`config.mk`:
```
export PLATFORM = sky130hd
export DESIGN_NAME = conv_window_gen_flat
export DESIGN_NICKNAME = d
export VERILOG_FILES = /design/src/rtl/conv_window_gen_pkg.sv /design/src/rtl/conv_window_gen_if.sv /design/src/rtl/conv_window_gen_line_buffer.sv /design/src/rtl/conv_window_gen.sv /design/src/flat_wrapper.sv
export SDC_FILE = /design/constraint.sdc
export NUM_CORES = 1
export LEC_CHECK = 0
export CAP_MARGIN = 10
export CORE_MARGIN = 4
export CORE_UTILIZATION = 62
export CTS_CLUSTER_DIAMETER = 50
export CTS_CLUSTER_SIZE = 12
export DETAILED_ROUTE_END_ITERATION = 8
export DONT_BUFFER_PORTS = 1
export GPL_TIMING_DRIVEN = 0
export HOLD_SLACK_MARGIN = 0.1
export PLACE_DENSITY_LB_ADDON = 0.12
export SYNTH_ARGS = -nofsm -noshare
export SYNTH_HDL_FRONTEND = slang
export SYNTH_SLANG_ARGS = --single-unit
```
`constraint.sdc`:
```
create_clock -name clk -period 3.4 [get_ports clk]
set_input_delay 0.68 -clock clk [delete_from_list [all_inputs] [get_ports clk]]
set_output_delay 0.68 -clock clk [all_outputs]
set_load 0.03 [all_outputs]
```
`src/rtl/conv_window_gen_pkg.sv`:
```
// Shared types and default geometry for the 3x3 window generator.
package conv_pkg;

    localparam int DATA_W = 8;
    localparam int IMG_W  = 8;
    localparam int IMG_H  = 8;
    localparam int COL_W  = $clog2(IMG_W);
    localparam int ROW_W  = $clog2(IMG_H);

    // IDLE: waiting for a frame, FILL: rows 0..1 loading, STREAM: windows emitted
    typedef enum logic [1:0] {
        IDLE   = 2'd0,
        FILL   = 2'd1,
        STREAM = 2'd2
    } state_t;

endpackage

```
`src/rtl/conv_window_gen_if.sv`:
```
// Pixel-in / window-out bus of the window generator.
// Handshake: a pixel is consumed in every cycle pix_valid=1 (no ready, no
// backpressure); clear drops any pixel presented with it. win_valid=1 marks
// a cycle where win_1..win_9 hold a new window that must be taken that cycle,
// and frame_done pulses together with the last window of a frame.
interface conv_window_gen_if #(
    parameter int DATA_W = conv_pkg::DATA_W
);
    logic              clear;
    logic              pix_valid;
    logic [DATA_W-1:0] pix_in;
    logic              win_valid;
    logic              frame_done;
    logic [DATA_W-1:0] win_1, win_2, win_3;
    logic [DATA_W-1:0] win_4, win_5, win_6;
    logic [DATA_W-1:0] win_7, win_8, win_9;

    modport master (
        output clear, pix_valid, pix_in,
        input  win_valid, frame_done,
        input  win_1, win_2, win_3, win_4, win_5, win_6, win_7, win_8, win_9
    );

    modport slave (
        input  clear, pix_valid, pix_in,
        output win_valid, frame_done,
        output win_1, win_2, win_3, win_4, win_5, win_6, win_7, win_8, win_9
    );
endinterface

```
`src/rtl/conv_window_gen_line_buffer.sv`:
```
// One image row of delay: dout is the pixel accepted DEPTH enables ago.
module line_buffer #(
    parameter int DEPTH  = 8,
    parameter int DATA_W = 8
) (
    input  logic              clk,
    input  logic              rst_n,
    input  logic              en,
    input  logic [DATA_W-1:0] din,
    output logic [DATA_W-1:0] dout
);

    logic [DATA_W-1:0] mem [DEPTH];

    // Shift register advancing only on accepted pixels
    always_ff @(posedge clk or negedge rst_n) begin
        if (!rst_n) begin
            for (int i = 0; i < DEPTH; i++) mem[i] <= '0;
        end else if (en) begin
            mem[0] <= din;
            for (int i = 1; i < DEPTH; i++) mem[i] <= mem[i-1];
        end
    end

    assign dout = mem[DEPTH-1];

endmodule

```
`src/rtl/conv_window_gen.sv`:
```
// Raster pixel stream -> every fully-valid 3x3 window, one cycle latency.
module conv_window_gen #(
    parameter int IMG_W  = conv_pkg::IMG_W,
    parameter int IMG_H  = conv_pkg::IMG_H,
    parameter int DATA_W = conv_pkg::DATA_W
) (
    input  logic             clk,
    input  logic             rst_n,
    conv_window_gen_if.slave bus,
    output conv_pkg::state_t state
);
    import conv_pkg::*;

    localparam int CW = $clog2(IMG_W);
    localparam int RW = $clog2(IMG_H);
    localparam logic [CW-1:0] COL_LAST = CW'(IMG_W - 1);
    localparam logic [RW-1:0] ROW_LAST = RW'(IMG_H - 1);

    logic [CW-1:0]     col;
    logic [RW-1:0]     row;
    logic              win_valid_q;
    logic              frame_done_q;
    logic [DATA_W-1:0] win_q [9];
    logic [DATA_W-1:0] row1_pix;   // same column, previous row
    logic [DATA_W-1:0] row2_pix;   // same column, two rows up
    // Columns c-2 and c-1 of each of the three window rows
    logic [DATA_W-1:0] top_sr [2];
    logic [DATA_W-1:0] mid_sr [2];
    logic [DATA_W-1:0] bot_sr [2];

    logic accept, col_last, frame_last, emit;

    assign accept     = bus.pix_valid && !bus.clear;
    assign col_last   = (col == COL_LAST);
    assign frame_last = col_last && (row == ROW_LAST);
    // Columns 0..1 never emit, so the column shift regs are always refilled
    // from the current row before a window is formed
    assign emit       = accept && (state == STREAM) && (col >= CW'(2));

    line_buffer #(.DEPTH(IMG_W), .DATA_W(DATA_W)) u_lb_row1 (
        .clk(clk), .rst_n(rst_n), .en(accept), .din(bus.pix_in), .dout(row1_pix)
    );

    line_buffer #(.DEPTH(IMG_W), .DATA_W(DATA_W)) u_lb_row2 (
        .clk(clk), .rst_n(rst_n), .en(accept), .din(row1_pix), .dout(row2_pix)
    );

    // Column shift of the three window rows on each accepted pixel
    always_ff @(posedge clk or negedge rst_n) begin
        if (!rst_n) begin
            for (int i = 0; i < 2; i++) begin
                top_sr[i] <= '0;
                mid_sr[i] <= '0;
                bot_sr[i] <= '0;
            end
        end else if (accept) begin
            top_sr[0] <= top_sr[1];
            top_sr[1] <= row2_pix;
            mid_sr[0] <= mid_sr[1];
            mid_sr[1] <= row1_pix;
            bot_sr[0] <= bot_sr[1];
            bot_sr[1] <= bus.pix_in;
        end
    end

    // Position counters, frame FSM and registered window outputs
    always_ff @(posedge clk or negedge rst_n) begin
        if (!rst_n) begin
            state        <= IDLE;
            col          <= '0;
            row          <= '0;
            win_valid_q  <= 1'b0;
            frame_done_q <= 1'b0;
            for (int i = 0; i < 9; i++) win_q[i] <= '0;
        end else if (bus.clear) begin
            state        <= IDLE;
            col          <= '0;
            row          <= '0;
            win_valid_q  <= 1'b0;
            frame_done_q <= 1'b0;
        end else begin
            win_valid_q  <= emit;
            frame_done_q <= emit && frame_last;
            if (emit) begin
                win_q[0] <= top_sr[0];
                win_q[1] <= top_sr[1];
                win_q[2] <= row2_pix;
                win_q[3] <= mid_sr[0];
                win_q[4] <= mid_sr[1];
                win_q[5] <= row1_pix;
                win_q[6] <= bot_sr[0];
                win_q[7] <= bot_sr[1];
                win_q[8] <= bus.pix_in;
            end
            if (bus.pix_valid) begin
                col <= col_last ? '0 : col + 1'b1;
                if (col_last) row <= (row == ROW_LAST) ? '0 : row + 1'b1;
                case (state)
                    IDLE:    state <= FILL;
                    FILL:    if (col_last && row == RW'(1)) state <= STREAM;
                    STREAM:  if (frame_last) state <= IDLE;
                    default: state <= IDLE;
                endcase
            end
        end
    end

    assign bus.win_valid  = win_valid_q;
    assign bus.frame_done = frame_done_q;
    assign bus.win_1 = win_q[0];
    assign bus.win_2 = win_q[1];
    assign bus.win_3 = win_q[2];
    assign bus.win_4 = win_q[3];
    assign bus.win_5 = win_q[4];
    assign bus.win_6 = win_q[5];
    assign bus.win_7 = win_q[6];
    assign bus.win_8 = win_q[7];
    assign bus.win_9 = win_q[8];

endmodule
```
`src/flat_wrapper.sv`:
```
// flat-port wrapper written by rule: the top's interface ports become plain ports
module conv_window_gen_flat import conv_pkg::*;
#(
    parameter int IMG_W  = conv_pkg::IMG_W,
    parameter int IMG_H  = conv_pkg::IMG_H,
    parameter int DATA_W = conv_pkg::DATA_W
)
  (clk, rst_n, state, bus_clear, bus_pix_valid, bus_pix_in, bus_win_valid, bus_frame_done, bus_win_1, bus_win_2, bus_win_3, bus_win_4, bus_win_5, bus_win_6, bus_win_7, bus_win_8, bus_win_9);
  conv_window_gen_if #(.DATA_W(DATA_W)) bus_i ();
  input  logic clk;
  input  logic rst_n;
  output conv_pkg::state_t state;
  input wire logic [$bits(bus_i.clear)-1:0] bus_clear;
  input wire logic [$bits(bus_i.pix_valid)-1:0] bus_pix_valid;
  input wire logic [$bits(bus_i.pix_in)-1:0] bus_pix_in;
  output wire logic [$bits(bus_i.win_valid)-1:0] bus_win_valid;
  output wire logic [$bits(bus_i.frame_done)-1:0] bus_frame_done;
  output wire logic [$bits(bus_i.win_1)-1:0] bus_win_1;
  output wire logic [$bits(bus_i.win_2)-1:0] bus_win_2;
  output wire logic [$bits(bus_i.win_3)-1:0] bus_win_3;
  output wire logic [$bits(bus_i.win_4)-1:0] bus_win_4;
  output wire logic [$bits(bus_i.win_5)-1:0] bus_win_5;
  output wire logic [$bits(bus_i.win_6)-1:0] bus_win_6;
  output wire logic [$bits(bus_i.win_7)-1:0] bus_win_7;
  output wire logic [$bits(bus_i.win_8)-1:0] bus_win_8;
  output wire logic [$bits(bus_i.win_9)-1:0] bus_win_9;
  assign bus_i.clear = bus_clear;
  assign bus_i.pix_valid = bus_pix_valid;
  assign bus_i.pix_in = bus_pix_in;
  assign bus_win_valid = bus_i.win_valid;
  assign bus_frame_done = bus_i.frame_done;
  assign bus_win_1 = bus_i.win_1;
  assign bus_win_2 = bus_i.win_2;
  assign bus_win_3 = bus_i.win_3;
  assign bus_win_4 = bus_i.win_4;
  assign bus_win_5 = bus_i.win_5;
  assign bus_win_6 = bus_i.win_6;
  assign bus_win_7 = bus_i.win_7;
  assign bus_win_8 = bus_i.win_8;
  assign bus_win_9 = bus_i.win_9;
  conv_window_gen #(.IMG_W(IMG_W), .IMG_H(IMG_H), .DATA_W(DATA_W)) u_core (.clk(clk), .rst_n(rst_n), .bus(bus_i), .state(state));
endmodule
```
## After elaboration in Yosys (flattened, before gate mapping)

Index checks and enable logic that the tools add are counted.

- Bits in registers: 226
- Input bits: 12
- Output and inout bits: 76
- Logic and storage cells: 70

- Add/subtract/negate cells: 2
- $lt $le $gt $ge: 1
- Equal/unequal tests: 7
- Mux-type cells: 14
- Bitwise logic cells: 1
- Reduce and logical (&&, ||, !) cells: 13

Operator list:

| cell | count |
|---|---|
| 2-to-1 mux 3 bit | 7 |
| 2-to-1 mux 2 bit | 4 |
| adder 3 x 1 -> 3 bit (second input constant) | 2 |
| == test 3 bit (second input constant) | 2 |
| logical AND 1 bit | 6 |
| != test 3 x 2 -> 1 bit (second input constant) | 2 |
| case mux 2 bit (3 select lines) | 1 |
| AND reduction 2 bit | 2 |
| nonzero test 2 bit | 2 |
| == test 3 x 1 -> 1 bit (second input constant) | 1 |
| greater-or-equal comparator 3 x 2 -> 1 bit (second input constant) | 1 |
| AND reduction 3 bit | 1 |
| == test 2 x 1 -> 1 bit (second input constant) | 1 |
| == test 2 bit (second input constant) | 1 |
| zero test 2 bit | 1 |
| 2-to-1 mux 1 bit | 2 |
| zero test 1 bit | 1 |
| NOT 1 bit | 1 |

## Logic depth before layout (Yosys ltp)

Gate-level depths: netlist (run 1).

- Depth after elaboration: 6
- Gate-level depth with buffers: 7
- Gate-level depth less buffers: 5

## Modules after synthesis

A second synthesis (run 1) with hierarchy kept.

- Cell total of the unflattened synthesis: 592
- Area total of the unflattened synthesis: 10503.8 µm²

Modules (own cells, without submodules):

| module | times used | cells an instance | area an instance (µm²) |
|---|---|---|---|
| line_buffer | 2 | 143 | 2738.9 |
| conv_window_gen | 1 | 306 | 5026.1 |

## Worst setup path after synthesis (run 1)

OpenSTA, ideal clock, no wires.

- Path kind: input port to flip-flop
- Start: input bus_pix_valid
- End: register u_core.win_q, in the netlist u_core.bus.win_1[5]
- Library setup time: 0.125 ns
- Arrival: 2.069 ns
- Setup slack: 1.206 ns
- Stages on the path: 7
- Path buffers: 4
- Cell sequence: buf_2 -> nand2b_4 -> buf_6 -> or4_1 -> buf_6 -> buf_6 -> mux2_4

- Word-level cells in the longest chain between the ends: 4

RTL lines:

| element | line | text |
|---|---|---|
| start, declared | flat_wrapper.sv:14 | `input wire logic [$bits(bus_i.pix_valid)-1:0] bus_pix_valid;` |
| logical AND 1 bit | conv_window_gen.sv:33 | `assign accept = bus.pix_valid && !bus.clear;` |
| logical AND 1 bit (2 in a row) | conv_window_gen.sv:38 | `assign emit = accept && (state == STREAM) && (col >= CW'(2));` |
| AND reduction 2 bit (no line) | - |  |
| end, declared | conv_window_gen.sv:23 | `logic [DATA_W-1:0] win_q [9];` |

No other way between the ends.
A chain may end at the register's enable or synchronous reset.

## Worst setup path in the final report (run 1)

- Start: register u_core.state[1]
- End: register u_core.win_q, in the netlist u_core.bus.win_6[6]

- Word-level cells in the longest chain between the ends: 4

RTL lines:

| element | line | text |
|---|---|---|
| start, declared | conv_window_gen.sv:10 | `output conv_pkg::state_t state` |
| start signal, assigned | conv_window_gen.sv:69 | `state <= IDLE;` |
| start signal, assigned | conv_window_gen.sv:76 | `state <= IDLE;` |
| start signal, assigned | conv_window_gen.sv:99 | `IDLE: state <= FILL;` |
| == test 2 bit | conv_window_gen.sv:38 |  |
| logical AND 1 bit (2 in a row) | conv_window_gen.sv:38 |  |
| AND reduction 2 bit (no line) | - |  |

No other way between the ends.

==> key figures, run 1 <==
Setup path
  – CP max FO: 10
  – CP top delay family: simple AND/OR/NAND/NOR gates
  – Critical path buffer and inverter count: 3
  – Max stage delay on crit path: 590 ps
  – CP Class: flop to flop
  – CP Cell Sequence: inv_1, or4_1, buf_6, buf_6, mux2_4
  – Crit-path most repeated cell: buf_6
  – Required @ worst endpoint: 3770 ps
  – Crit-path slowest cell: or4_1
  – Worst setup EP type: flop
  – Startpoint types: flop
  – WP data arrival: 2430 ps

GRT
  – Vias in the first global route: 4412
  – GR Util All Layers: 0.178
  – Largest net degree at the start of global routing: 227
  – Total gr overflow: 0
  – First-pass GRT wire length: 23400 um
  – Initial antenna violation count: 0

Detailed routing
  – Drt pass-1 iters: 4
  – Vias per cell: between 5 and 6
  – Drc violations: 0
  – Drt first-iter violations: 183
  – Drt wl/cell: 19.7 um
  – Via Count: 4071
  – Routed wire length: 14100 um
  – Post-route ant nets: 0

Timing
  – PnR worst setup slack: approximately 1300 ps
  – Fin. max-slew vios: 0
  – Fmax: 0.486 GHz
  – Worst slew pin tran: 673 ps
  – Fin. Hold Viols: 226
  – Fin crit share: 0.606
  – RSZ-0062 raised after global routing: false
  – Max_slew headroom: 0.552
  – Setup Viol. Count Final: 0
  – Fin Hold WS: -117 ps
  – Min cycle time layout: 2060 ps
  – Setup TNS: 0 ps
  – Worst clock skew: 8.28 ps

CTS
  – Clock slew at reported path FFs: 60 ps
  – TritonCTS clock tree: built
  – Post-CTS Setup Bufs: 0
  – Worst skew pair latency: slightly below 500 ps
  – Root Driver: clkbuf_16
  – Cts bufs inserted: 23
  – Clock sinks: 226
  – H-tree depth: 1
  – Max clock buf depth: 3

Synthesis
  – Syn Inst Count: 508
  – Yosys warns: 0
  – Number of synthesized register bits: around 230
  – Sequential element share of the synthesized area: 0.647
  – Avg Inst Size Synth: 17.2 sq um
  – Syn nets: 525
  – Library cells used by synthesis: 21
  – Synth Cell Area: 0.00874 sq mm

Power and ir drop
  – P_leak: 4.80 nW
  – PwrDens: 703 mW/mm^2
  – Max rail drop VDD: 0.000375 V

Layout
  – Nets: 550
  – Layout cell share with drive strength beyond 1: 0.489
  – Finished Core Util: 0.694
  – Count of filler cells inserted in the layout: 883
  – Layout area overhead: 9.78%
  – # diodes: 0
  – Design area: 0.00959 sq mm
  – Area of the multi-input gates: 0.00288 sq mm
  – Storage cell area: 0.00566 sq mm

Placed design
  – Port bufs: 0
  – Pre-CTS setup slack: 1030 ps
  – Placed cell areas: 0.00896 sq mm
  – Post-detail-place hpwl: 9020 um
  – RePlAce Congestion: approximately 0.72

Job
  – Max-cap violations: 0

Floorplanning
  – DIE AREA: about 0.016 sq mm
  – Die height: ~130 um
  – Die X: 127 um
  – IO Pins: slightly below 90
  – Row cnt: 43
  – Starting Density: 0.632
  – Core ar.: 0.0138 sq mm

Worst hold path
  – Worst hold path class: primary input to async pin

Status
  – Status: finished with violations
  – Violations in the final reports: negative hold slack
## kinds of logic (layout without fill, tap and decap cells)
group	count (synthesis)	after routing	synth area share
multiplexers	218	218	0.306
adder cells (fa/ha/maj)	5	5	0.00716
AO/OA/AOI/OAI	9	9	0.00616
buffers and inverters	32	60	0.0226
AND/OR/NAND/NOR	18	18	0.0110
flip-flops	226	226	0.647
## layout by cell type, fill, tap and decap left out
| cell | count |
|---|---|
| clkinvlp_4 | 1 |
| o21ai_0 | 1 |
| or4_1 | 1 |
| o311a_1 | 1 |
| a311oi_1 | 1 |
| nor2_1 | 6 |
| mux2i_1 | 2 |
| mux2_2 | 158 |
| buf_2 | 8 |
| mux2_4 | 58 |
| nand2b_4 | 1 |
| nand4b_1 | 1 |
| inv_1 | 5 |
| nand2_1 | 5 |
| a21oi_1 | 6 |
| nand3_1 | 2 |
| ha_1 | 5 |
| clkinv_2 | 1 |
| nand3b_1 | 1 |
| dfrtp_1 | 226 |
| nor3b_1 | 1 |
| clkbuf_16 | 23 |
| clkbuf_1 | 10 |
| buf_6 | 9 |
| clkbuf_8 | 3 |
## flip-flops by register name, indices dropped and copies added, names as in the netlist, 2 cells and up
signal,count
u_core.u_lb_row1.mem,40
u_core.u_lb_row2.mem,40
u_core.bot_sr,16
u_core.mid_sr,16
u_core.top_sr,16
u_core.bus.win_1,8
u_core.bus.win_2,8
u_core.bus.win_3,8
u_core.bus.win_4,8
u_core.bus.win_5,8
u_core.bus.win_6,8
u_core.bus.win_7,8
u_core.bus.win_8,8
u_core.bus.win_9,8
u_core.u_lb_row1.dout,8
u_core.u_lb_row2.dout,8
u_core.col,3
u_core.row,3
u_core.state,2
## worst paths after layout
kind	from	to	slack [ps]	cells after the start
setup / recovery	u_core.state[1]	u_core.bus.win_6[6]	1340	5
hold / removal	rst_n	u_core.top_sr[11]	-120	0
setup reg to reg	u_core.state[1]	u_core.bus.win_6[6]	1340	5
hold reg to reg	u_core.u_lb_row1.mem[11]	u_core.u_lb_row1.dout[3]	500	1
max in group asynchronous	rst_n	u_core.bot_sr[8]	3210	0
min in group clk	bus_pix_in[3]	u_core.bus.win_9[3]	330	1
## per-layer routing
layer | vias up | share of wire | GRT usage
met1 | 2128 | 0.45 | 0.248
met3 | 28 | 0.056 | 0.0451
met4 | 0 | 0.021 | 0.0536
met2 | 92 | 0.47 | 0.282
li1 | 1823 | - | -
met5 | - | 0 | 0
## cell type report
class / count / area share
Buffer: 27 / 0.0187
Clock inverter: 2 / 0.00130
Inverter: 5 / 0.00196
Tap cell: 180 / 0.0235
Sequential cell: 226 / 0.590
Multi-Input combinational cell: 250 / 0.301
Clock buffer: 26 / 0.0643
## power by group
part | internal (mW) | switching [mW] | leakage (nW)
clock | 1.26 | 0.930 | 0.309
sequential | 3.37 | 0.419 | 2.95
combinational | 0.547 | 0.209 | 1.54
total | 5.18 | 1.56 | 4.80
## cells in the mapped netlist
library cell | instances | area share
dfrtp_1 | 226 | 0.65
mux2_2 | 158 | 0.20
mux2_4 | 58 | 0.10
clkbuf_1 | 10 | 0.0043
buf_6 | 9 | 0.012
buf_2 | 8 | 0.0046
a21oi_1 | 6 | 0.0034
nor2_1 | 6 | 0.0026
ha_1 | 5 | 0.0072
inv_1 | 5 | 0.0021
nand2_1 | 5 | 0.0021
mux2i_1 | 2 | 0.0023
nand3_1 | 2 | 0.0011
a311oi_1 | 1 | 0.0010
nand2b_4 | 1 | 0.0016
nand3b_1 | 1 | 0.00086
nand4b_1 | 1 | 0.0010
nor3b_1 | 1 | 0.00086
o21ai_0 | 1 | 0.00057
o311a_1 | 1 | 0.0011
or4_1 | 1 | 0.00086
## worst register-to-register path, stage by stage, from the launching register on
cell and delay [ps]:
dfrtp_1 520, inv_1 140, or4_1 590, buf_6 200, buf_6 180, mux2_4 320
## what timing repair did
action                     in CTS  in global routing
setup endpoints to repair       0                  0
hold endpoints to repair      226                226
gates resized for setup         0                  0
## through the flow
| step | power, mW | instances |
|---|---|---|
| floorplan | 4.35 | 508 |
| global placement | 4.52 | 688 |
| detailed placement | 4.61 | 688 |
| CTS | 6.82 | 716 |
| global route | 7.08 | 716 |
| finish | 6.74 | 716 |
Note: power is estimated with default switching activity, not from simulation.
==> run 2, diff against run 1 <==
==> constraint.sdc (replaced) <==
create_clock -name clk -period 2.05 [get_ports clk]
set_input_delay 0.41 -clock clk [delete_from_list [all_inputs] [get_ports clk]]
set_output_delay 0.41 -clock clk [all_outputs]
set_load 0.03 [all_outputs]
==> key figures, run 2 (synthesis results as in run 1) <==
Setup path
  – Worst setup EP type: flop
  – CP Cell Sequence: inv_1, or4_1, buf_6, buf_6, mux2_4
  – Worst reg2reg setup slack: 90 ps (-1250 ps)
  – Worst Reg-to-Reg Cells: 5 (unchanged)
  – R2r endpoint: u_core.bus.win_6[6]
  – Max stage delay on crit path: 580 ps (about the same)
  – Crit-path slowest cell: or4_1
  – CP Class: flop to flop
  – Required @ worst endpoint: 2420 ps (-1350 ps)
  – CP max FO: 10 (unchanged)
  – Startpoint types: flop
  – RR Startpoint: u_core.state[1]
  – WP data arrival: 2330 ps (-100 ps)
  – Crit-path most repeated cell: buf_6

Timing
  – Fin. Hold Viols: 226 (unchanged)
  – Min cycle time layout: 1960 ps (-100 ps)
  – Fin Hold WS: -388 ps (-271 ps)
  – Fin. max-slew vios: 0 (unchanged)
  – Max_slew headroom: 0.559 (+0.00726)
  – Fmax: 0.510 GHz (+5.1%)
  – Fin crit share: 0.956 (+0.350)
  – Worst slew pin tran: 662 ps (-10.9 ps)
  – Worst clock skew: 7.33 ps (-0.951 ps)
  – PnR worst setup slack: 90.9 ps (-1250 ps)
  – RSZ-0062 raised after global routing: false
  – Setup TNS: 0 ps (unchanged)
  – Setup Viol. Count Final: 0 (unchanged)

Layout
  – Layout area overhead: 10.9%
  – # diodes: 0 (unchanged)
  – Largest regs: u_core.u_lb_row1.mem x40, u_core.u_lb_row2.mem x40
  – Count of filler cells inserted in the layout: 869 (-1.6%)
  – Storage cell area: 0.00566 sq mm (about the same)
  – Final instance count without filler cells: 726 (+1.4%)
  – Nets: 560 (+1.8%)
  – Design area: 0.00969 sq mm (+1.1%)
  – Finished Core Util: 0.701 (+0.00733)
  – Area of the multi-input gates: 0.00288 sq mm (unchanged)
  – Layout cell share with drive strength beyond 1: 0.482 (-0.00712)
  – Commonest non-fill, non-tap cells in the layout: dfrtp_1 (225), mux2_2 (158), mux2_4 (58)
  – Commonest non-fill, non-tap cell in the layout: dfrtp_1

Floorplanning
  – DIE AREA: 0.0161 sq mm (unchanged)
  – IO Pins: 88 (unchanged)
  – Core ar.: 0.0138 sq mm (unchanged)
  – Starting Density: 0.632 (unchanged)
  – Die height: 127 um (unchanged)
  – Row cnt: 43 (unchanged)
  – Die X: 127 um (unchanged)

CTS
  – Clock slew at reported path FFs: 60 ps (about the same)
  – Worst skew pair latency: 490 ps (about the same)
  – Cts bufs inserted: 23 (unchanged)
  – Max clock buf depth: 3 (unchanged)
  – Root Driver: clkbuf_16
  – Hold buffer count at cts: 10
  – H-tree depth: 1 (unchanged)
  – Clock sinks: 226 (unchanged)
  – TritonCTS clock tree: built
  – Post-CTS Setup Bufs: 0 (unchanged)

Power and ir drop
  – Net Sw Frac: 0.231 (about the same)
  – Clock network fraction of total power: 0.325 (about the same)
  – Comb pwr share: 0.114 (+0.002)
  – Int Pwr: 8.61 mW (+66%)
  – Total power: 11.2 mW (+66%)
  – Reg power frac: 0.561 (about the same)
  – Sw power: 2.59 mW (+66%)
  – PwrDens: 1160 mW/mm^2 (+64%)
  – P_leak: 4.84 nW (+0.83%)
  – Max rail drop VDD: 0.000623 V (+66%)

GRT
  – Initial antenna violation count: 0 (unchanged)
  – Largest net degree at the start of global routing: 227 (unchanged)
  – Total gr overflow: 0 (unchanged)
  – First-pass GRT wire length: 23600 um (+1.0%)
  – GR Util All Layers: 0.180 (+0.00192)
  – Vias in the first global route: 4450 (+0.86%)

Detailed routing
  – Drt first-iter violations: 184 (+0.55%)
  – Via Count: 4125 (+1.3%)
  – Drc violations: 0 (unchanged)
  – Post-route ant nets: 0 (unchanged)
  – Drt wl/cell: 19.5 um (-1.1%)
  – Routed wire length: 14100 um (+0.25%)
  – Vias per cell: 5.68 (about the same)
  – Drt pass-1 iters: 4 (unchanged)

Status
  – Violations in the final reports: negative hold slack
  – Status: finished with violations

Worst hold path
  – Worst hold path class: primary input to async pin

Placed design
  – Post-detail-place hpwl: 9020 um (unchanged)
  – Placed cell areas: 0.00896 sq mm (unchanged)
  – RePlAce Congestion: 0.723 (unchanged)
  – Port bufs: 0 (unchanged)
  – Cells after DPL: 688 (unchanged)
  – Pre-CTS setup slack: -46.8 ps (-1080 ps)

Job
  – Max-cap violations: 0 (unchanged)
[run 2: cell type report]
cell class	count	share of cell area
Clock inverter	2	0.00129
Clock buffer	26	0.0636
Tap cell	180	0.0232
Timing Repair Buffer	10	0.0103
Multi-Input combinational cell	250	0.297
Sequential cell	226	0.584
Buffer	27	0.0185
Inverter	5	0.00194
[run 2: worst max path at each step]
stage	from	to	slack, ps	depth (start not counted)
after CTS	u_core.state[1]	u_core.bus.win_6[6]	80	5
after global placement	bus_pix_valid	u_core.bus.win_6[0]	-30	7
after detailed placement	bus_pix_valid	u_core.bus.win_6[6]	-50	7
after global routing	u_core.state[1]	u_core.bus.win_6[0]	30	5
after floorplan	bus_pix_valid	u_core.bus.win_1[5]	130	7
final	u_core.state[1]	u_core.bus.win_6[6]	90	5
[run 2: metal layers]
layer | GRT usage | up-vias | part of all wire
li1 | - | 1845 | -
met1 | 0.249 | 2158 | 0.45
met2 | 0.289 | 92 | 0.48
met3 | 0.0434 | 30 | 0.054
met4 | 0.0536 | 0 | 0.021
met5 | 0 | - | 0
[run 2: power groups by stage]
stage	Combinational [mW]	Sequential, mW	Clock [mW]
floorplan	1.13	6.09	0
global placement	1.19	6.31	0
detailed placement	1.26	6.38	0
CTS	1.30	6.30	3.73
global route	1.40	6.44	3.93
finish	1.27	6.29	3.64
[run 2: worst max-delay path: cells and delay by family, from the launching register on]
kind | cells | cell delay [ps]
simple gates | 1 | 580
mux | 1 | 310
buf+inv | 3 | 490
flops | 1 | 460
[run 2: repair_timing]
| item | in CTS | in global routing |
|---|---|---|
| gates resized for setup | 1 | 0 |
| endpoints found under the hold margin | 247 | 226 |
| setup endpoints to repair | 30 | 0 |
